$ cat src/rtl/ysyx_rob.sv
// ysyx_rob -- in-order reorder buffer sitting after the rename unit.
//
// Renamed uops are accepted in program order and tagged with their entry
// index (the tail). Execute reports completion plus the resolved next PC
// by tag. The head entry retires on the commit channel once it is done;
// if its resolved next PC differs from the predicted one, a one-cycle
// flush is raised and the whole buffer is emptied on that edge.
//
// Ports:
//   clock, reset            rising-edge clock, async active-low reset
//   rnu_valid/ready/tag     dispatch handshake, tag = entry assigned
//   rnu_rd/prd/prs/pc/pnpc  uop fields captured at dispatch
//   wb_valid/tag/npc        execute completion with resolved next PC
//   cmu_valid, cmu_*        head entry retiring this cycle (+ its fields)
//   flush_pipe, flush_npc   mispredict at retire and redirect target
//
// Optional feature: define YSYX_ROB_WB_BYPASS_EN to let a writeback that
// targets the busy head entry retire it in the same cycle.
module ysyx_rob #(
    parameter  int ROB_SIZE = 8,
    parameter  int RLEN     = 5,
    parameter  int PLEN     = 6,
    parameter  int XLEN     = 32,
    localparam int TLEN     = $clog2(ROB_SIZE)
) (
    input  logic            clock,
    input  logic            reset,
    input  logic            rnu_valid,
    output logic            rnu_ready,
    input  logic [RLEN-1:0] rnu_rd,
    input  logic [PLEN-1:0] rnu_prd,
    input  logic [PLEN-1:0] rnu_prs,
    input  logic [XLEN-1:0] rnu_pc,
    input  logic [XLEN-1:0] rnu_pnpc,
    output logic [TLEN-1:0] rnu_tag,
    input  logic            wb_valid,
    input  logic [TLEN-1:0] wb_tag,
    input  logic [XLEN-1:0] wb_npc,
    output logic            cmu_valid,
    output logic [RLEN-1:0] cmu_rd,
    output logic [PLEN-1:0] cmu_prd,
    output logic [PLEN-1:0] cmu_prs,
    output logic [XLEN-1:0] cmu_pc,
    output logic            flush_pipe,
    output logic [XLEN-1:0] flush_npc
);

    localparam logic [TLEN:0]   FULL  = (TLEN+1)'(ROB_SIZE);
    localparam logic [TLEN-1:0] ONE_T = TLEN'(1);

    logic [ROB_SIZE-1:0] busy, done;
    logic [RLEN-1:0]     rd_q   [ROB_SIZE];
    logic [PLEN-1:0]     prd_q  [ROB_SIZE];
    logic [PLEN-1:0]     prs_q  [ROB_SIZE];
    logic [XLEN-1:0]     pc_q   [ROB_SIZE];
    logic [XLEN-1:0]     pnpc_q [ROB_SIZE];
    logic [XLEN-1:0]     npc_q  [ROB_SIZE];

    logic [TLEN-1:0] head, tail;
    logic [TLEN:0]   count;

    logic            byp;
    logic [XLEN-1:0] head_npc;
    logic            disp;

`ifdef YSYX_ROB_WB_BYPASS_EN
    assign byp = wb_valid && (wb_tag == head) && busy[head];
`else
    assign byp = 1'b0;
`endif

    // With bypass the completing writeback stands in for the stored npc.
    assign head_npc   = byp ? wb_npc : npc_q[head];

    assign rnu_ready  = (count != FULL);
    assign rnu_tag    = tail;
    assign cmu_valid  = busy[head] && (done[head] || byp);
    assign cmu_rd     = rd_q[head];
    assign cmu_prd    = prd_q[head];
    assign cmu_prs    = prs_q[head];
    assign cmu_pc     = pc_q[head];
    assign flush_pipe = cmu_valid && (head_npc != pnpc_q[head]);
    assign flush_npc  = flush_pipe ? head_npc : '0;

    assign disp = rnu_valid && rnu_ready && !flush_pipe;

    always_ff @(posedge clock or negedge reset) begin
        if (!reset) begin
            busy  <= '0;
            done  <= '0;
            head  <= '0;
            tail  <= '0;
            count <= '0;
            // Data is cleared too so the head fields read 0 out of reset.
            for (int i = 0; i < ROB_SIZE; i++) begin
                rd_q[i]   <= '0;
                prd_q[i]  <= '0;
                prs_q[i]  <= '0;
                pc_q[i]   <= '0;
                pnpc_q[i] <= '0;
                npc_q[i]  <= '0;
            end
        end else if (flush_pipe) begin
            // Retiring uop leaves with the flush; dispatch/writeback dropped.
            busy  <= '0;
            done  <= '0;
            head  <= '0;
            tail  <= '0;
            count <= '0;
        end else begin
            if (wb_valid && busy[wb_tag]) begin
                done[wb_tag]  <= 1'b1;
                npc_q[wb_tag] <= wb_npc;
            end
            // Commit after writeback so a bypassed head never keeps done set.
            if (cmu_valid) begin
                busy[head] <= 1'b0;
                done[head] <= 1'b0;
                head       <= head + ONE_T;
            end
            if (disp) begin
                busy[tail]   <= 1'b1;
                done[tail]   <= 1'b0;
                rd_q[tail]   <= rnu_rd;
                prd_q[tail]  <= rnu_prd;
                prs_q[tail]  <= rnu_prs;
                pc_q[tail]   <= rnu_pc;
                pnpc_q[tail] <= rnu_pnpc;
                npc_q[tail]  <= '0;
                tail         <= tail + ONE_T;
            end
            case ({disp, cmu_valid})
                2'b10:   count <= count + 1'b1;
                2'b01:   count <= count - 1'b1;
                default: count <= count;
            endcase
        end
    end

endmodule

$ cat config.mk
export PLATFORM = sky130hd
export DESIGN_NAME = ysyx_rob
export DESIGN_NICKNAME = d
export VERILOG_FILES = /design/src/rtl/ysyx_rob.sv
export SDC_FILE = /design/constraint.sdc
export NUM_CORES = 2
export LEC_CHECK = 0
export CORE_MARGIN = 3
export CORE_UTILIZATION = 57
export CTS_BUF_LIST = sky130_fd_sc_hd__clkbuf_2 sky130_fd_sc_hd__clkbuf_4 sky130_fd_sc_hd__clkbuf_8
export DETAILED_ROUTE_END_ITERATION = 10
export PLACE_DENSITY = 0.79
export SYNTH_ARGS = -nofsm -noshare
export SYNTH_HDL_FRONTEND = slang
export SYNTH_SLANG_ARGS = --single-unit
export TNS_END_PERCENT = 10
$ cat constraint.sdc
create_clock -name clock -period 3.7 [get_ports clock]
set_clock_uncertainty 0.15 [all_clocks]
set_input_delay 0.555 -clock clock [delete_from_list [all_inputs] [get_ports clock]]
set_output_delay 0.555 -clock clock [all_outputs]
set_load 0.02 [all_outputs]
==> Word level (Yosys, flattened, before mapping) <==
Index checks and enable logic that the tools add are counted.
{ "word_totals": {"register_bits": 930, "inputBits": 120, "output_inout_bits": 87, "word_cells": 164} }
{ "op_classes": {"add_sub_neg": 4, "order_cmp": 11, "eq_ne": 4, "mux": 64, "bitwise_logic": 13, "reduce_logical": 15} }
{ "op_table": {"columns": ["op", "n"], "rows": [
  ["256-bit bitwise mux", 3],
  ["256-bit two-way mux", 3],
  ["32-bit binary-select mux with 3-bit select", 3],
  ["32-bit two-way mux", 9],
  ["256-bit bitwise AND", 1],
  ["256-bit NOT", 1],
  ["32-bit demux with 3-bit select", 2],
  ["48-bit bitwise mux", 2],
  ["8-bit two-way mux", 10],
  ["40-bit bitwise mux", 1],
  ["6-bit binary-select mux with 3-bit select", 2],
  ["32-bit inequality test", 1],
  ["6-bit two-way mux", 5],
  ["8-bit bitwise AND", 3],
  ["6-bit demux with 3-bit select", 1],
  ["8-bit NOT", 2],
  ["8-bit OR", 2],
  ["5-bit binary-select mux with 3-bit select", 1],
  ["5-bit demux with 3-bit select", 1],
  ["5-bit two-way mux", 3],
  ["4-bit greater-or-equal comparator, second input constant", 3],
  ["3-bit by 4-bit < comparator with 1-bit output, second input constant", 3],
  ["3-bit two-way mux", 4],
  ["3-bit NOT with 4-bit output", 3],
  ["19 further kinds", 42]
]} }

==> Logic depth before layout (Yosys ltp) <==
{ "logic_depth": {"ltp_word": 13, "ltp_mapped": 19, "ltp_nobuf": 14} }

==> Worst setup path before layout <==
No wires, ideal clock.
{ "synth_timing": {"kind": "flip-flop to flip-flop", "start": "register head[1]", "end": "register pc_q[18] (netlist name)", "setup_time_ns": 0.125, "arrival_time_ns": 3.691, "required_ns": 3.425, "setup_slack_ns": -0.266, "path_stages_with_launch": 15, "path_buffers": 5, "synth_period_minus_slack_ns": 3.966, "cell_sequence": "dfrtp_1 -> buf_4 -> buf_4 -> mux4_2 -> mux2i_1 -> xnor2_1 -> nand3_1 -> or4_1 -> o21ai_1 -> buf_4 -> inv_4 -> nor4b_4 -> buf_4 -> buf_4 -> mux2_2"} }
{ "synth_via": {"elab_chain_len": 9, "word_cells_on_any_way": 18, "classes_between": "1 x eq/ne; 10 x mux; 2 x bitwise; 5 x reduce/logical"} }
{ "synth_lines": {"columns": ["item", "line", "text"], "rows": [
  ["start, declared", "59", "logic [TLEN-1:0] head, tail;"],
  ["start signal, assigned", "119", "head <= head + ONE_T;"],
  ["3-bit NOT with 4-bit output (implied by the code)", "73, 82", null],
  ["32-bit binary-select mux with 3-bit select (on tied branches)", "73, 82", null],
  ["32-bit two-way mux (on tied branches) (2 in series)", "73, 82", null],
  ["32-bit inequality test", "82", "assign flush_pipe = cmu_valid && (head_npc != pnpc_q[head]);"],
  ["1-bit logical AND (*)", "82", null],
  ["1-bit logical NOT", "85", "assign disp = rnu_valid && rnu_ready && !flush_pipe;"],
  ["1-bit logical AND", "85", null],
  ["2-bit AND reduction (no line) (*)", null, null],
  ["end signal, assigned by index", "127", "pc_q[tail] <= rnu_pc;"],
  ["end, declared", "55", "logic [XLEN-1:0] pc_q [ROB_SIZE];"]
]} }
Mark *: on every way between the ends. The rest lies on a longest branch, timed or not. The select of a mux whose other input is x is not followed.
A chain may end at the register's enable or synchronous reset.

==> Worst setup path after layout <==
{ "layout_timing": {"start": "register head[1]", "end": "output flush_pipe"} }
{ "layout_via": {"elab_chain_len": 6, "word_cells_on_any_way": 14, "classes_between": "1 x eq/ne; 10 x mux; 1 x bitwise; 2 x reduce/logical"} }
{ "layout_lines": {"columns": ["item", "line", "text"], "rows": [
  ["3-bit NOT with 4-bit output (implied by the code)", "73, 82", null],
  ["32-bit binary-select mux with 3-bit select (on tied branches)", "73, 82", null],
  ["32-bit two-way mux (on tied branches) (2 in series)", "73, 82", null],
  ["32-bit inequality test", "82", null],
  ["1-bit logical AND (*)", "82", null],
  ["end, declared", "44", "output logic flush_pipe,"]
]} }
Marked as above.

==> impl_results.md <==
* Status: finished with violations
* Violated checks: setup timing
* Initial Utilization at 0.581
* R2R cell count at 19
* GP Congestion at 0.917
* Period utilization at 1.39
* Worst hold path class: input pin to async pin
* Syn Area/Cell at 12.2 um^2
* Routed WL per cell at 31.0 um
* Die height at 285 um
* Tot GR Track Use at 0.376
* CTS tree: done
* Clock latency on the worst-skew pair at 0.86 ns
* Floorplan row count at 101
* Most used flip-flop cell after synthesis: dfrtp_1
* Mapped Cells at 3644
* Synth Area in XOR/XNOR at 0.0303
* Endpoints failing setup at 1012
* Crit. Startpoint: head[1]
* First-pass GRT wire length at 233 mm
* Area of the mapped netlist at 44500 um^2
* Reg-to-Reg End: pnpc_q[61]
* Tot Pwr at 45300 uW
* Antenna violations before repair at 16
* Crit path buffers/inverters at 8
* Critical path's most frequent cell: buf_12
* Post-synthesis sequential area ratio at 0.523
* Number of global-route vias before repair at 37392
* Pin count of the biggest net entering global routing at 101
* WP data arrival at 4.45 ns
* Htree depth at 4
* Residual DRC at 0
* WP data required at 2.99 ns
* Crit path max-delay cell type: or4_4
* Syn_nets at 3768
* Share of cells above drive strength 1 at 0.391
* ANT nets after route at 0
* Yosys reg bits at 930
* WS Path Type: flip-flop to output pin
* RSZ-0062 raised after global routing: true
* Leak Pwr at 0.0242 uW
* DRT iter0 DRCs at 4957
* Synthesis Warnings at 0
* Slew @ Worst Pin at 0.923 ns
* Main combinational cell family by area after synthesis: multiplexers
* Vias at 37214
* Root Buffer Master: clkbuf_8
* Post-DP HPWL at 93.3 mm
* Max-cap violations at 0
* Clock buffer depth at 3
* Worst hold slack at 0.103 ns
* IO Port Bufs at 206
* Crit path depth at 14
* Worst path cell trace: buf_8, mux4_2, mux2i_1, buf_4, xnor2_2, buf_4, nand4_1, or4_4, o21ai_4, buf_12, buf_12, inv_16, buf_12, buf_8
* Number of CTS-inserted buffers at 152
* Final hold violation count at 0
* Core ar. at 76600 um^2
* Die area at 81400 um^2
* Number of synthesized flops with an enable pin at 0
* Nets at 4270
* CP top delay family: buffers and inverters
* CP startpoint kind: flip-flop
* Detailed-route wire length at 165 mm
* Vias/cell at 7.00
* Peak Freq at 194 MHz
* Flop-to-flop setup slack at -1.40 ns
* Placed Instance Area at 50400 um^2
* Compound-Gate Fraction of Synth Area at 0.105
* I/O pin count at 207
* Worst vdd ir at 0.000466 V
* Multiplexer share of the synthesized area at 0.246
* Fin. max-slew vios at 0
* Final worst slack at -1.45 ns
* Setup crit end: flush_pipe
* Reg2reg start: head[1]
* Adder-Cell Fraction of Synth Area at 0.00113
* Post-Synth Simple-Gate Area at 0.0579
* Post-layout min period at 5.15 ns
* Finished Cell Area at 56800 um^2
* Total grt overflow at 0
* Fill count at 4489
* Async SR Flop Fraction at 1.00
* CTS sink cnt at 930
* CP Capture Type: output pin
* Largest stage delay on the critical path at 0.62 ns
* Worst slew margin at 0.383
* First drt pass iteration count at 6
* Highest-count cells in the layout ignoring fill and taps: 927 x dfrtp_1, 401 x mux2_2, 312 x buf_4
* Worst-path clk slew at 0.07 ns
* Pwr/cell area at 797 nW/um^2
* Most common cell after layout, fill and taps aside: dfrtp_1
* Netlist cell types at 63
* Area grow syn2layout at 27.8%
* Die X-Extent at 285 um
* Crit path max fanout at 7
[worst min path at each step]
stage,from,to,slack (ns),cells past startpoint
2_1_floorplan,reset,busy[0],0.11,0
3_3_place_gp,pc_q[93],pc_q[93],0.31,1
3_5_place_dp,pc_q[29],pc_q[29],0.32,1
4_1_cts,reset,prd_q[24],0.13,2
5_1_grt,reset,prd_q[24],0.15,2
6_report,reset,prd_q[24],0.10,2
[final cells by class]
type | count | area [um^2] | share of cell area
Multi-Input combinational cell | 2357 | 21100 | 0.371
Inverter | 16 | 83.8 | 0.00148
Antenna cell | 17 | 42.5 | 0.000749
Clock buffer | 237 | 2970 | 0.0523
Sequential cell | 930 | 23300 | 0.410
Timing Repair Buffer | 689 | 7750 | 0.136
Tap cell | 1030 | 1290 | 0.0227
Clock inverter | 38 | 315 | 0.00555
[state kept, by name (all words and copies together), names as in the netlist]
name / count
npc_q: 256
pc_q: 256
pnpc_q: 256
prd_q: 48
prs_q: 48
rd_q: 40
busy: 8
done: 8
count: 4
head: 3
rnu_tag: 3
[per-layer routing]
metal  part of all wire  global-route usage  up-vias
met5            0.00035                   0        -
met4              0.076               0.224        8
met3               0.13               0.103      939
met2               0.45               0.584     3182
met1               0.34               0.472    18630
li1                   -                   -    14455
[report_power, final]
| group | switching (uW) | total, uW | internal [uW] |
|---|---|---|---|
| registers | 3590 | 18600 | 15100 |
| logic | 7510 | 16800 | 9330 |
| clock network | 4570 | 9820 | 5250 |
| total | 15700 | 45300 | 29600 |
[worst reg2reg max path, delay by kind of cell, from the launching register on]
kind	cells	cell delay, ns
compound gates	1	0.24
mux	3	1.09
simple gates	3	1.09
flops	1	0.58
xor+xnor	1	0.12
buf+inv	11	1.75
[what timing repair did]
action / 4_1_cts / 5_1_grt
cloned: 18 / 8
resized for setup: 393 / 285
setup endpoints to repair: 1013 / 1013
buffers inserted: 52 / 23
hold buffers: 1 / 0
endpoints found under the hold margin: 54 / 0
pin swaps: 15 / 14
[Yosys cell counts (all sizes together), types with 12 or more instances]
master	number	area, um^2
a221o	12	120
nand3	249	1250
buf	180	920
dfrtp	930	23300
nor3	21	110
mux2	687	7740
xor2	55	482
nand4	42	263
a21oi	306	1530
o21ai	315	1580
nor2	71	272
a221oi	48	420
inv	15	58.8
nand2	76	285
clkbuf	161	604
a22oi	56	420
mux2i	99	991
xnor2	99	867
o22ai	14	87.6
mux4	99	2230
[through the flow]
stage	setup TNS, ns	util	instances	worst slack, ns
after floorplan	-1.45	-	3644	-0.0348
after global placement	-910.69	0.658	4925	-1.10
after detailed placement	-882.54	0.658	4925	-1.07
after CTS	-935.63	0.723	5270	-1.33
after global routing	-1192.98	0.742	5306	-1.44
final	-1200.07	0.742	5314	-1.45
[kinds of logic after synthesis]
| kind of cell | Yosys count |
|---|---|
| muxes | 885 |
| buffers and inverters | 357 |
| xor gates and xnor gates | 154 |
| and+or+nand+nor | 501 |
| adders and majority gates | 4 |
| AOI/OAI and AO/OA | 813 |
| DFF | 930 |
(Power assumes the default switching activity.)
